File: config.mk
export PLATFORM = sky130hd
export DESIGN_NAME = instr_line_buffer
export DESIGN_NICKNAME = d
export VERILOG_FILES = /design/src/rtl/instr_line_buffer_pkg.sv /design/src/rtl/ilb_slot_valid.sv /design/src/rtl/instr_line_buffer.sv
export SDC_FILE = /design/constraint.sdc
export NUM_CORES = 1
export LEC_CHECK = 0
export BUFFER_PORTS_ARGS = -buffer_cell sky130_fd_sc_hd__buf_4
export CAP_MARGIN = 30
export CORE_AREA = 2 2 286 288
export CTS_CLUSTER_DIAMETER = 100
export DETAILED_ROUTE_END_ITERATION = 16
export DIE_AREA = 0 0 288 290
export PLACE_DENSITY = 0.38
export SLEW_MARGIN = 20
export SYNTH_ARGS = -nofsm -noshare
export SYNTH_HDL_FRONTEND = slang
export SYNTH_SLANG_ARGS = --single-unit
export TNS_END_PERCENT = 100
File: constraint.sdc
create_clock -name clk -period 6.6 [get_ports clk]
set_input_delay 1.98 -clock clk [delete_from_list [all_inputs] [get_ports clk]]
set_output_delay 1.98 -clock clk [all_outputs]
set_load 0.1 [all_outputs]
File: src/rtl/instr_line_buffer_pkg.sv
// Shared definitions for the instruction line buffer.
// Holds the fill FSM state encoding, line and slot geometry, and a helper
// that maps a byte offset within the 64B window to its slot index.
package instr_line_buffer_pkg;

  localparam int LINE_BYTES = 16;
  localparam int LINE_BITS  = LINE_BYTES * 8;
  localparam int NUM_SLOTS  = 4;
  localparam int SLOT_IDX_W = 2;

  typedef logic [SLOT_IDX_W-1:0] slot_idx_t;

  typedef enum logic [1:0] {
    ST_IDLE,
    ST_REQ,
    ST_WAIT,
    ST_DROP
  } ilb_state_e;

  // Slot index of a byte offset within the 64B window (offset bits [5:4]).
  function automatic slot_idx_t slot_of(input logic [5:0] byte_off);
    return slot_idx_t'(byte_off >> 4);
  endfunction

endpackage

File: src/rtl/ilb_slot_valid.sv
// Per-slot valid vector for the instruction line buffer.
// Ports:
//   clk, reset        clock and synchronous active-high reset
//   flush             clear every slot (wins over set/clear)
//   set_en, set_idx   mark a slot valid after a fill
//   clr_en, clr_idx   mark a slot free once fetch_2 has left it
//   valid             registered valid bits, one per slot
module ilb_slot_valid
  import instr_line_buffer_pkg::*;
(
  input  logic                 clk,
  input  logic                 reset,
  input  logic                 flush,
  input  logic                 set_en,
  input  slot_idx_t            set_idx,
  input  logic                 clr_en,
  input  slot_idx_t            clr_idx,
  output logic [NUM_SLOTS-1:0] valid
);

  logic [NUM_SLOTS-1:0] valid_d;
  logic [NUM_SLOTS-1:0] valid_q;

  // A fill only ever targets an invalid slot, so set and clear never
  // collide on the same index; both are applied.
  always_comb begin
    valid_d = valid_q;
    if (clr_en) valid_d[clr_idx] = 1'b0;
    if (set_en) valid_d[set_idx] = 1'b1;
    if (flush)  valid_d = '0;
  end

  always_ff @(posedge clk) begin
    if (reset) valid_q <= '0;
    else       valid_q <= valid_d;
  end

  assign valid = valid_q;

endmodule

File: src/rtl/instr_line_buffer.sv
// Four-slot, 16B-line instruction buffer between the I-cache and fetch_2.
// Requests sequential lines from the I-cache into free slots (slot index is
// line address bits [5:4]), frees a slot when fetch_2's BIP leaves it and
// drops everything on a flush.
// Ports:
//   clk, reset                  clock and synchronous active-high reset
//   flush, flush_addr           resteer: new fetch target, all lines dropped
//   consume, old_BIP, new_BIP   fetch_2 BIP advance, used to free slots
//   ic_req_valid/addr/ready     line request handshake to the I-cache
//   ic_resp_valid/data          in-order line fill from the I-cache
//   line_00..line_11 (+_valid)  registered slot contents for fetch_2
module instr_line_buffer
  import instr_line_buffer_pkg::*;
#(
  parameter int                    ADDR_WIDTH   = 32,
  parameter logic [ADDR_WIDTH-1:0] RESET_VECTOR = '0
) (
  input  logic                  clk,
  input  logic                  reset,
  input  logic                  flush,
  input  logic [ADDR_WIDTH-1:0] flush_addr,
  input  logic                  consume,
  input  logic [5:0]            old_BIP,
  input  logic [5:0]            new_BIP,
  output logic                  ic_req_valid,
  output logic [ADDR_WIDTH-1:0] ic_req_addr,
  input  logic                  ic_req_ready,
  input  logic                  ic_resp_valid,
  input  logic [LINE_BITS-1:0]  ic_resp_data,
  output logic [LINE_BITS-1:0]  line_00,
  output logic [LINE_BITS-1:0]  line_01,
  output logic [LINE_BITS-1:0]  line_10,
  output logic [LINE_BITS-1:0]  line_11,
  output logic                  line_00_valid,
  output logic                  line_01_valid,
  output logic                  line_10_valid,
  output logic                  line_11_valid
);

  localparam logic [ADDR_WIDTH-1:0] LINE_MASK = ~ADDR_WIDTH'(LINE_BYTES - 1);
  localparam logic [ADDR_WIDTH-1:0] LINE_INC  = ADDR_WIDTH'(LINE_BYTES);

  ilb_state_e            state_d, state_q;
  logic [ADDR_WIDTH-1:0] fetch_addr_d, fetch_addr_q;
  logic                  req_valid_d, req_valid_q;
  logic [LINE_BITS-1:0]  line_d [NUM_SLOTS];
  logic [LINE_BITS-1:0]  line_q [NUM_SLOTS];

  logic [NUM_SLOTS-1:0]  slot_valid;
  slot_idx_t             fill_idx;
  slot_idx_t             free_idx;
  logic                  fill_en;
  logic                  free_en;

  // Fill lands in the slot of the current fetch address; a flush in the same
  // cycle discards the response. Free happens when the BIP advance crosses a
  // 16B boundary (at most one, since instructions are at most 15B).
  always_comb begin
    fill_idx = slot_of(fetch_addr_q[5:0]);
    free_idx = slot_of(old_BIP);
    fill_en  = !flush && (state_q == ST_WAIT) && ic_resp_valid;
    free_en  = !flush && consume && (slot_of(new_BIP) != free_idx);
  end

  ilb_slot_valid u_slot_valid (
    .clk     (clk),
    .reset   (reset),
    .flush   (flush),
    .set_en  (fill_en),
    .set_idx (fill_idx),
    .clr_en  (free_en),
    .clr_idx (free_idx),
    .valid   (slot_valid)
  );

  // Fill FSM: at most one outstanding request. On flush the request is
  // withdrawn, or the in-flight response is routed to DROP so it never
  // lands in the new window.
  always_comb begin
    state_d      = state_q;
    fetch_addr_d = fetch_addr_q;
    unique case (state_q)
      ST_IDLE: if (!slot_valid[fill_idx]) state_d = ST_REQ;
      ST_REQ:  if (ic_req_ready) state_d = ST_WAIT;
      ST_WAIT: begin
        if (ic_resp_valid) begin
          state_d      = ST_IDLE;
          fetch_addr_d = fetch_addr_q + LINE_INC;
        end
      end
      ST_DROP: if (ic_resp_valid) state_d = ST_IDLE;
      default: state_d = ST_IDLE;
    endcase

    if (flush) begin
      fetch_addr_d = flush_addr & LINE_MASK;
      unique case (state_q)
        ST_REQ:  state_d = ic_req_ready ? ST_DROP : ST_IDLE;
        ST_WAIT: state_d = ic_resp_valid ? ST_IDLE : ST_DROP;
        // Still waiting on the stale response; if it shows up now it is
        // consumed here, otherwise DROP keeps waiting for it.
        ST_DROP: state_d = ic_resp_valid ? ST_IDLE : ST_DROP;
        default: state_d = ST_IDLE;
      endcase
    end

    req_valid_d = (state_d == ST_REQ);
  end

  always_ff @(posedge clk) begin
    if (reset) begin
      state_q      <= ST_IDLE;
      fetch_addr_q <= RESET_VECTOR & LINE_MASK;
      req_valid_q  <= 1'b0;
    end else begin
      state_q      <= state_d;
      fetch_addr_q <= fetch_addr_d;
      req_valid_q  <= req_valid_d;
    end
  end

  // Line data is not reset; the valid bits qualify it.
  always_comb begin
    line_d = line_q;
    if (fill_en) line_d[fill_idx] = ic_resp_data;
  end

  always_ff @(posedge clk) begin
    line_q <= line_d;
  end

  assign ic_req_valid  = req_valid_q;
  assign ic_req_addr   = fetch_addr_q;
  assign line_00       = line_q[0];
  assign line_01       = line_q[1];
  assign line_10       = line_q[2];
  assign line_11       = line_q[3];
  assign line_00_valid = slot_valid[0];
  assign line_01_valid = slot_valid[1];
  assign line_10_valid = slot_valid[2];
  assign line_11_valid = slot_valid[3];

endmodule

==> flow_metrics.env, run 1 <==
export IMPL_peakVddDrop_mv=0.1732
export IMPL_criticalPathCategory="in2reg"
export IMPL_dr_pass1_iters=4
export IMPL_outcome="complete, no violations"
export IMPL_cts_made_buffers=66
export IMPL_grt_max_degree=68
export IMPL_yosysUniqueCellTypes=46
export IMPL_fillCellCount=7888
export IMPL_cts_setup_buffers=0
export IMPL_core_area_um2=80160
export IMPL_postRouteAntennaNets=0
export IMPL_gp_congestion=0.7456
export IMPL_synth_async_reset_ratio_pct=0
export IMPL_crit_fanout=66
export IMPL_port_buffers=710
export IMPL_synth_area_um2=17440
export IMPL_ys_ff_latch=547
export IMPL_wl_mm=58.33
export IMPL_relSlewSlack_pct=40.40
export IMPL_final_hold_viol_count=0
export IMPL_fp_dieArea_um2=83520
export IMPL_vias=10175
export IMPL_antenna_cells=0
export IMPL_wl_per_cell_um=21.98
export IMPL_synth_warnings=0
export IMPL_clock_sinks=547
export IMPL_dieHeight_um=290
export IMPL_initial_utilization_pct=21.76
export IMPL_skew_ns=0.02153
export IMPL_syn_to_final_growth_pct=50.95
export IMPL_fmax_mhz=264.0
export IMPL_drive_above_1_share_pct=51.82
export IMPL_syn_area_per_cell_um2=22.50
export IMPL_dp_cells=2543
export IMPL_grt_pass1_vias=10499
export IMPL_cts_hold_buffers_added=0
export IMPL_critPathArrivalTime_ns=4.05
export IMPL_clock_latency_ns=0.60
export IMPL_grtUsageTotal_pct=13.41
export IMPL_dp_hpwl_mm=42.48
export IMPL_fin_cells=2654
export IMPL_min_path_type="reg2reg"
export IMPL_yosysSeqAreaShare_pct=92.18
export IMPL_cp_data_required_time_ns=6.86
export IMPL_ys_flop_type="edfxtp_1"
export IMPL_powerDensity_nw_per_um2=294.5
export IMPL_dp_slack_ns=2.213
export IMPL_total_leakage_power_nw=9.942
export IMPL_fp_dieW_um=288
export IMPL_rsz0062_at_grt="no"
export IMPL_endpoint_kind="register"
export IMPL_hold_slack_ns=0.5056
export IMPL_synth_area_leaders="edfxtp_1, dfxtp_1, xor2_1"
export IMPL_design_area_um2=26320
export IMPL_grt_pass1_wl_mm=79.83
export IMPL_setup_tns_ns=0
export IMPL_layout_commonest_cell="buf_4"
export IMPL_overflow=0
export IMPL_fin_crit_ns=3.788
export IMPL_fin_crit_sh_pct=57.40
export IMPL_placed_cell_area_um2=24180
export IMPL_cap_violations=0
export IMPL_rows=104
export IMPL_drt_vias_per_instance=3.834
export IMPL_drt_initial_drc_count=457
export IMPL_slew_viol_final=0
export IMPL_yosys_area_top_type="edfxtp_1"
export IMPL_io_pins=727
export IMPL_final_cell_mix="buf_4, edfxtp_1, clkbuf_16"
export IMPL_cts_tree="yes"
export IMPL_synth_edf_count=512
export IMPL_worstMarginPinSlew_ns=0.8939
export IMPL_netlist_instances=775
export IMPL_nNetsFinal=1733
export IMPL_clockBufferDepth=3
export IMPL_clk_pin_slew_ns=0.05
export IMPL_cts_root_buf="clkbuf_16"
export IMPL_drcViolationCount=0
export IMPL_cts_resized=0
export IMPL_antenna_found_initial=2
export IMPL_synth_top_area_share_pct=88.16
export IMPL_setup_viol=0
export IMPL_setup_ws_ns=2.812
export IMPL_start_kind="primary input"
export IMPL_cts_htree_levels=3
final cells by class:
type	count	area (µm²)	area share, %
Clock inverter	34	421.7	1.602
Sequential cell	547	16080	61.07
Inverter	25	113.9	0.4325
Clock buffer	77	1724	6.550
Timing Repair Buffer	723	5465	20.76
Tap cell	1060	1326	5.038
Multi-Input combinational cell	188	1197	4.549
stage by stage:
| step | power (mW) | util, % |
|---|---|---|
| detailed placement | 4.266 | 30.16 |
| global route | 8.033 | 32.84 |
| finish | 7.753 | 32.84 |
| floorplan | 4.098 | - |
| global placement | 4.262 | 30.16 |
| CTS | 7.885 | 32.84 |
registers in the layout (all words and copies together) (netlist names):
register,flops
line_10,128
ic_req_valid,1
state_q,2
u_slot_valid.valid,4
line_01,128
line_11,128
line_00,128
ic_req_addr,28
Yosys cell counts (2+ instances only):
master,n
nor2b_1,11
nand3b_1,2
nand2b_1,2
clkbuf_1,11
a211oi_1,2
buf_1,2
ha_1,4
buf_4,4
nand4_1,8
a21oi_1,19
nor3b_1,3
nor2_1,25
xor2_1,11
and4_1,2
nor4_1,2
inv_1,25
nand4b_1,2
or4_4,2
nand2_1,17
and3_1,3
nand3_1,8
a2111oi_2,2
nor3_1,12
o21ai_0,8
xnor2_1,9
mux2i_1,5
dfxtp_1,35
o21a_1,10
edfxtp_1,512
worst max-delay path, stage by stage:
cell	delay [ns]
buf_4	0.09
and3b_1	0.33
nor2b_1	0.31
nand2_1	0.19
inv_6	0.57
buf_4	0.40
logic make-up (layout without fill, tap and decap cells):
kind of cell,after synthesis,count (layout),synth area share [%]
and+or+nand+nor,107,107,3.300
DFF,547,547,92.18
other,1,4,0.02150
muxes,7,7,0.4807
AOI/OAI and AO/OA,46,46,1.708
adders and majority gates,4,4,0.2870
xor gates and xnor gates,20,20,1.004
buffers and inverters,43,859,1.019
per-layer routing:
metal,GRT usage [%],vias up,routed length [µm]
li1,-,4552,-
met1,13.05,5053,19140
met2,24.55,485,30870
met3,6.321,81,6845
met4,4.587,4,1448
met5,0,-,27
worst paths after layout:
path	start	endpoint	slack, ns	cells past startpoint
setup / recovery	ic_resp_valid	line_10[101]$_DFFE_PP_	2.81	6
hold / removal	ic_req_addr[31]$_SDFFE_PP0P_	ic_req_addr[31]$_SDFFE_PP0P_	0.51	2
setup reg to reg	state_q[1]$_SDFF_PP0_	line_10[101]$_DFFE_PP_	3.88	5
hold reg to reg	ic_req_addr[31]$_SDFFE_PP0P_	ic_req_addr[31]$_SDFFE_PP0P_	0.51	2
power by group:
part / switching [mW] / internal (mW) / total, mW
logic: 0.248 / 0.108 / 0.356
clock network: 1.44 / 2.12 / 3.56
registers: 0.0204 / 3.81 / 3.83
total: 1.71 / 6.04 / 7.75
Power figures use the tool's default switching activity.
==> run 2: changes to the inputs <==
Clock period 6.6 ns to 3.5 ns, I/O delays scaled along.
==> flow_metrics.env, run 2 (synthesis gave the netlist of run 1 again) <==
export IMPL_clock_latency_ns=0.59
export IMPL_nNetsFinal=1741
export IMPL_drive_above_1_share_pct=52.36
export IMPL_initial_utilization_pct=21.76
export IMPL_crit_family="flip-flops"
export IMPL_critPathSlowestCell="dfxtp_1"
export IMPL_criticalPathCategory="reg2out"
export IMPL_skew_ns=0.02331
export IMPL_syn_to_final_growth_pct=51.71
export IMPL_antenna_cells=0
export IMPL_peakVddDrop_mv=0.3152
export IMPL_cts_tree="yes"
export IMPL_gp_congestion=0.7573
export IMPL_cts_resized=0
export IMPL_port_buffers=710
export IMPL_design_area_um2=26460
export IMPL_crit_chain="buf_4"
export IMPL_dieHeight_um=290
export IMPL_dr_pass1_iters=4
export IMPL_grt_pass1_vias=10374
export IMPL_clock_sinks=547
export IMPL_wl_mm=58.22
export IMPL_postRouteAntennaNets=0
export IMPL_cp_num_cells=1
export IMPL_outcome="complete, no violations"
export IMPL_drcViolationCount=0
export IMPL_layout_commonest_cell="buf_4"
export IMPL_antenna_found_initial=3
export IMPL_cts_setup_buffers=0
export IMPL_io_pins=727
export IMPL_final_hold_viol_count=0
export IMPL_final_cell_mix="buf_4, edfxtp_1, clkbuf_16"
export IMPL_grtUsageTotal_pct=13.34
export IMPL_placed_cell_area_um2=24350
export IMPL_fin_crit_ns=2.528
export IMPL_reg2reg_depth=5
export IMPL_r2r_setup_slack_ns=1.24
export IMPL_drt_initial_drc_count=458
export IMPL_min_path_type="reg2reg"
export IMPL_clockBufferDepth=3
export IMPL_setup_tns_ns=0
export IMPL_cap_violations=0
export IMPL_powerDensity_nw_per_um2=547.9
export IMPL_setup_ws_ns=0.9723
export IMPL_total_leakage_power_nw=9.976
export IMPL_rows=104
export IMPL_cts_root_buf="clkbuf_16"
export IMPL_fin_crit_sh_pct=72.22
export IMPL_crit_fanout=7
export IMPL_vias=10125
export IMPL_fp_dieW_um=288
export IMPL_relSlewSlack_pct=57.60
export IMPL_cts_htree_levels=3
export IMPL_wl_per_cell_um=21.79
export IMPL_critPathArrivalTime_ns=1.48
export IMPL_rsz0062_at_grt="no"
export IMPL_grt_pass1_wl_mm=79.61
export IMPL_fp_dieArea_um2=83520
export IMPL_clk_pin_slew_ns=0.06
export IMPL_worstMarginPinSlew_ns=0.6360
export IMPL_cts_made_buffers=66
export IMPL_core_area_um2=80160
export IMPL_grt_max_degree=63
export IMPL_fmax_mhz=395.6
export IMPL_slowest_delay_ns=0.51
export IMPL_hold_depth=2
export IMPL_overflow=0
export IMPL_hold_slack_ns=0.5197
export IMPL_cp_data_required_time_ns=2.45
export IMPL_dp_slack_ns=0.5265
export IMPL_endpoint_kind="primary output"
export IMPL_drt_vias_per_instance=3.789
export IMPL_setup_viol=0
export IMPL_dp_hpwl_mm=43.43
export IMPL_slew_viol_final=0
export IMPL_crit_buf_inv=1
export IMPL_start_kind="register"
export IMPL_cts_hold_buffers_added=0
[run 2: changes by cell type in the layout (fill, tap and decap cells not counted), sizes merged]
| cell | change |
|---|---|
| clkbuf | +8 |
| clkinvlp | +5 |
| bufinv | -4 |
| clkinv | +3 |
| buf | +8 |
| inv | -2 |
[run 2: layout make-up]
class	instances	area (µm²)
timing repair buffer	731	5625
clock inverter	36	331.6
tap	1060	1326
inverter	25	108.9
fill	7884	53700
clock buffer	85	1774
sequential	547	16080
multi-input combinational	188	1215
[run 2: power breakdown]
group	internal [mW]	switching (mW)
clock	3.80	2.79
sequential	7.19	0.0372
combinational	0.208	0.476
total	11.2	3.30
[run 2: final timing paths]
kind,from,endpoint
worst max register to register,ic_req_addr[12]$_SDFFE_PP0P_,ic_req_addr[27]$_SDFFE_PP0P_
worst min-delay path,u_slot_valid.valid[1]$_SDFF_PP0_,u_slot_valid.valid[1]$_SDFF_PP0_
worst max-delay path,ic_req_addr[4]$_SDFFE_PP0P_,ic_req_addr[4]
worst min register to register,u_slot_valid.valid[1]$_SDFF_PP0_,u_slot_valid.valid[1]$_SDFF_PP0_
[run 2: through the flow]
stage | util [%] | std cells | total power, mW
global route | 33.01 | 2672 | 14.99
global placement | 30.38 | 2551 | 8.051
finish | 33.01 | 2672 | 14.50
floorplan | - | 778 | 7.729
CTS | 33.01 | 2672 | 14.73
detailed placement | 30.38 | 2551 | 8.055
[run 2: per-layer routing]
| layer | track usage (%) | share of wire (%) |
|---|---|---|
| met5 | 0 | 0.046 |
| met4 | 4.752 | 2.9 |
| met3 | 5.527 | 10 |
| met2 | 24.32 | 53 |
| met1 | 13.50 | 34 |
[run 2: worst reg2reg max path, delay by kind of cell (launching register included)]
family | cells | cell delay, ns
AND/OR/NAND/NOR | 4 | 1.61
flip-flops | 1 | 0.44
AO/OA/AOI/OAI | 1 | 0.08
==> run 3: changes to the inputs <==
Settings changed: ABC_AREA set to 1, CORE_AREA 2 2 286 288 to 2 2 285 287, DIE_AREA 0 0 288 290 to 0 0 287 289, PLACE_DENSITY 0.38 to 0.41.
Clock period 3.5 ns to 2.3 ns, I/O delays scaled along.
==> flow_metrics.env, run 3 <==
export IMPL_outcome="complete, no violations"
export IMPL_fp_dieArea_um2=82940
export IMPL_skew_ns=0.01545
export IMPL_netlist_instances=884
export IMPL_ff_latch_area_um2=16080
export IMPL_ys_ff_latch=547
export IMPL_drt_vias_per_instance=3.839
export IMPL_slew_viol_final=0
export IMPL_grt_pass1_vias=10971
export IMPL_cts_setup_buffers=0
export IMPL_fin_crit_ns=2.155
export IMPL_yosysSeqAreaShare_pct=90.70
export IMPL_drive_above_1_share_pct=50.57
export IMPL_crit_chain="buf_4"
export IMPL_dr_pass1_iters=6
export IMPL_postRouteAntennaNets=0
export IMPL_overflow=0
export IMPL_port_buffers=710
export IMPL_fmax_mhz=464.0
export IMPL_multi_input_area_um2=1426
export IMPL_cts_made_buffers=61
export IMPL_vias=10768
export IMPL_io_pins=727
export IMPL_clock_latency_ns=0.62
export IMPL_gp_congestion=0.8049
export IMPL_rows=104
export IMPL_dp_hpwl_mm=45.00
export IMPL_ys_flop_type="edfxtp_1"
export IMPL_rsz0062_at_grt="no"
export IMPL_layout_commonest_cell="buf_4"
export IMPL_cts_tree="yes"
export IMPL_crit_buf_inv=1
export IMPL_syn_to_final_growth_pct=52.87
export IMPL_grtUsageTotal_pct=13.16
export IMPL_cts_hold_buffers_added=0
export IMPL_peakVddDrop_mv=0.4704
export IMPL_synth_top_family_by_area="simple AND/OR/NAND/NOR gates"
export IMPL_hold_slack_ns=0.2730
export IMPL_initial_utilization_pct=22.18
export IMPL_clockBufferDepth=3
export IMPL_wl_mm=58.24
export IMPL_cap_violations=0
export IMPL_yosysMostFrequentCell="edfxtp_1"
export IMPL_power_mw=22.01
export IMPL_clock_sinks=547
export IMPL_endpoint_kind="primary output"
export IMPL_total_leakage_power_nw=10.22
export IMPL_drt_initial_drc_count=473
export IMPL_cp_data_required_time_ns=1.61
export IMPL_critPathArrivalTime_ns=1.47
export IMPL_synth_warnings=0
export IMPL_yosys_area_top_type="edfxtp_1"
export IMPL_fp_dieW_um=287
export IMPL_drcViolationCount=0
export IMPL_wl_per_cell_um=20.76
export IMPL_crit_fanout=7
export IMPL_cts_root_buf="clkbuf_16"
export IMPL_critPathSlowestCell="dfxtp_1"
export IMPL_grt_max_degree=37
export IMPL_cts_htree_levels=2
export IMPL_synth_mux_area_fraction_pct=0
export IMPL_synth_area_um2=17720
export IMPL_synth_area_leaders="edfxtp_1, dfxtp_1, nand2_1"
export IMPL_criticalPathCategory="reg2out"
export IMPL_grt_pass1_wl_mm=79.43
export IMPL_dieHeight_um=289
export IMPL_syn_area_per_cell_um2=20.05
export IMPL_setup_viol=0
export IMPL_fillCellCount=7862
export IMPL_powerDensity_nw_per_um2=812.5
export IMPL_synth_async_reset_ratio_pct=0
export IMPL_synth_edf_count=512
export IMPL_slowest_delay_ns=0.48
export IMPL_core_area_um2=79900
export IMPL_start_kind="register"
export IMPL_synth_compound_area_share_pct=2.019
export IMPL_min_path_type="in2reg"
export IMPL_cts_resized=0
export IMPL_yosysUniqueCellTypes=31
export IMPL_final_cell_mix="buf_4, edfxtp_1, nand2_1"
export IMPL_synth_xor_area_share_pct=0.7907
export IMPL_synth_top_area_share_pct=86.75
export IMPL_synthAdderAreaFrac_pct=0.2824
export IMPL_crit_family="flip-flops"
export IMPL_fin_crit_sh_pct=93.70
export IMPL_synth_simple_area_share_pct=4.716
export IMPL_clk_pin_slew_ns=0.06
export IMPL_antenna_found_initial=2
export IMPL_final_hold_viol_count=0
export IMPL_yosys_top_cells_count="edfxtp_1, nand2_1, inv_1"
export IMPL_nNetsFinal=1875
[run 3: cell type report]
| cell class | instances | share of cell area [%] |
|---|---|---|
| well taps | 1060 | 4.895 |
| inverters | 50 | 0.7574 |
| clock inverters | 40 | 1.815 |
| multi-input cells | 276 | 5.265 |
| flip-flops and latches | 547 | 59.36 |
| clock buffers | 74 | 5.814 |
| diodes | 1 | 0.009236 |
| repair buffers | 757 | 22.08 |
[run 3: worst paths after layout]
check | startpoint | to | slack [ns] | depth (start not counted)
worst min-delay path | ic_resp_data[64] | line_10[64]$_DFFE_PP_ | 0.27 | 1
worst min register to register | ic_req_addr[30]$_SDFFE_PP0P_ | ic_req_addr[30]$_SDFFE_PP0P_ | 0.51 | 2
worst max register to register | state_q[0]$_SDFF_PP0_ | line_10[106]$_DFFE_PP_ | 0.52 | 7
worst max-delay path | ic_req_addr[26]$_SDFFE_PP0P_ | ic_req_addr[26] | 0.14 | 1
[run 3: cells by family (layout without fill, tap and decap cells)]
group / count (synthesis) / count (layout)
compound gates: 63 / 63
xor+xnor: 16 / 16
fa+ha+maj: 4 / 4
buf+inv: 64 / 921
flops: 547 / 547
other cells: 1 / 5
simple gates: 189 / 189
[run 3: stage by stage]
step | cell area (µm²) | utilization (%) | setup TNS [ns] | instances | setup WS (ns)
after floorplan | 17790 | - | -457.87 | 887 | -0.8945
after global placement | 25020 | 31.32 | 0 | 2690 | 0.1580
after global routing | 27090 | 33.91 | 0 | 2804 | 0.06536
final | 27090 | 33.91 | 0 | 2805 | 0.1450
after CTS | 27090 | 33.91 | 0 | 2804 | 0.08366
after detailed placement | 25020 | 31.32 | 0 | 2690 | 0.1287
[run 3: per-layer routing]
metal  wire [µm]  track usage, %  vias to the layer above
met3        5330           4.843                       85
met1       20870           14.08                     5295
met5           0               0                        -
li1            -               -                     4927
met4        1254           3.438                        0
met2       30780           24.34                      461
[run 3: power breakdown]
| part | switching [mW] | internal (mW) | leakage (nW) |
|---|---|---|---|
| clock | 3.95 | 6.01 | 1.00 |
| combinational | 0.742 | 0.320 | 4.33 |
| sequential | 0.0598 | 10.9 | 4.89 |
| total | 4.75 | 17.3 | 10.2 |
[run 3: worst reg2reg max path, stage by stage (launching register included)]
cell        delay (ns)
dfxtp_1           0.31
inv_1             0.13
nand3_4           0.14
nor2_4            0.19
nand2_2           0.10
clkinvlp_4        0.12
buf_12            0.24
buf_4             0.27
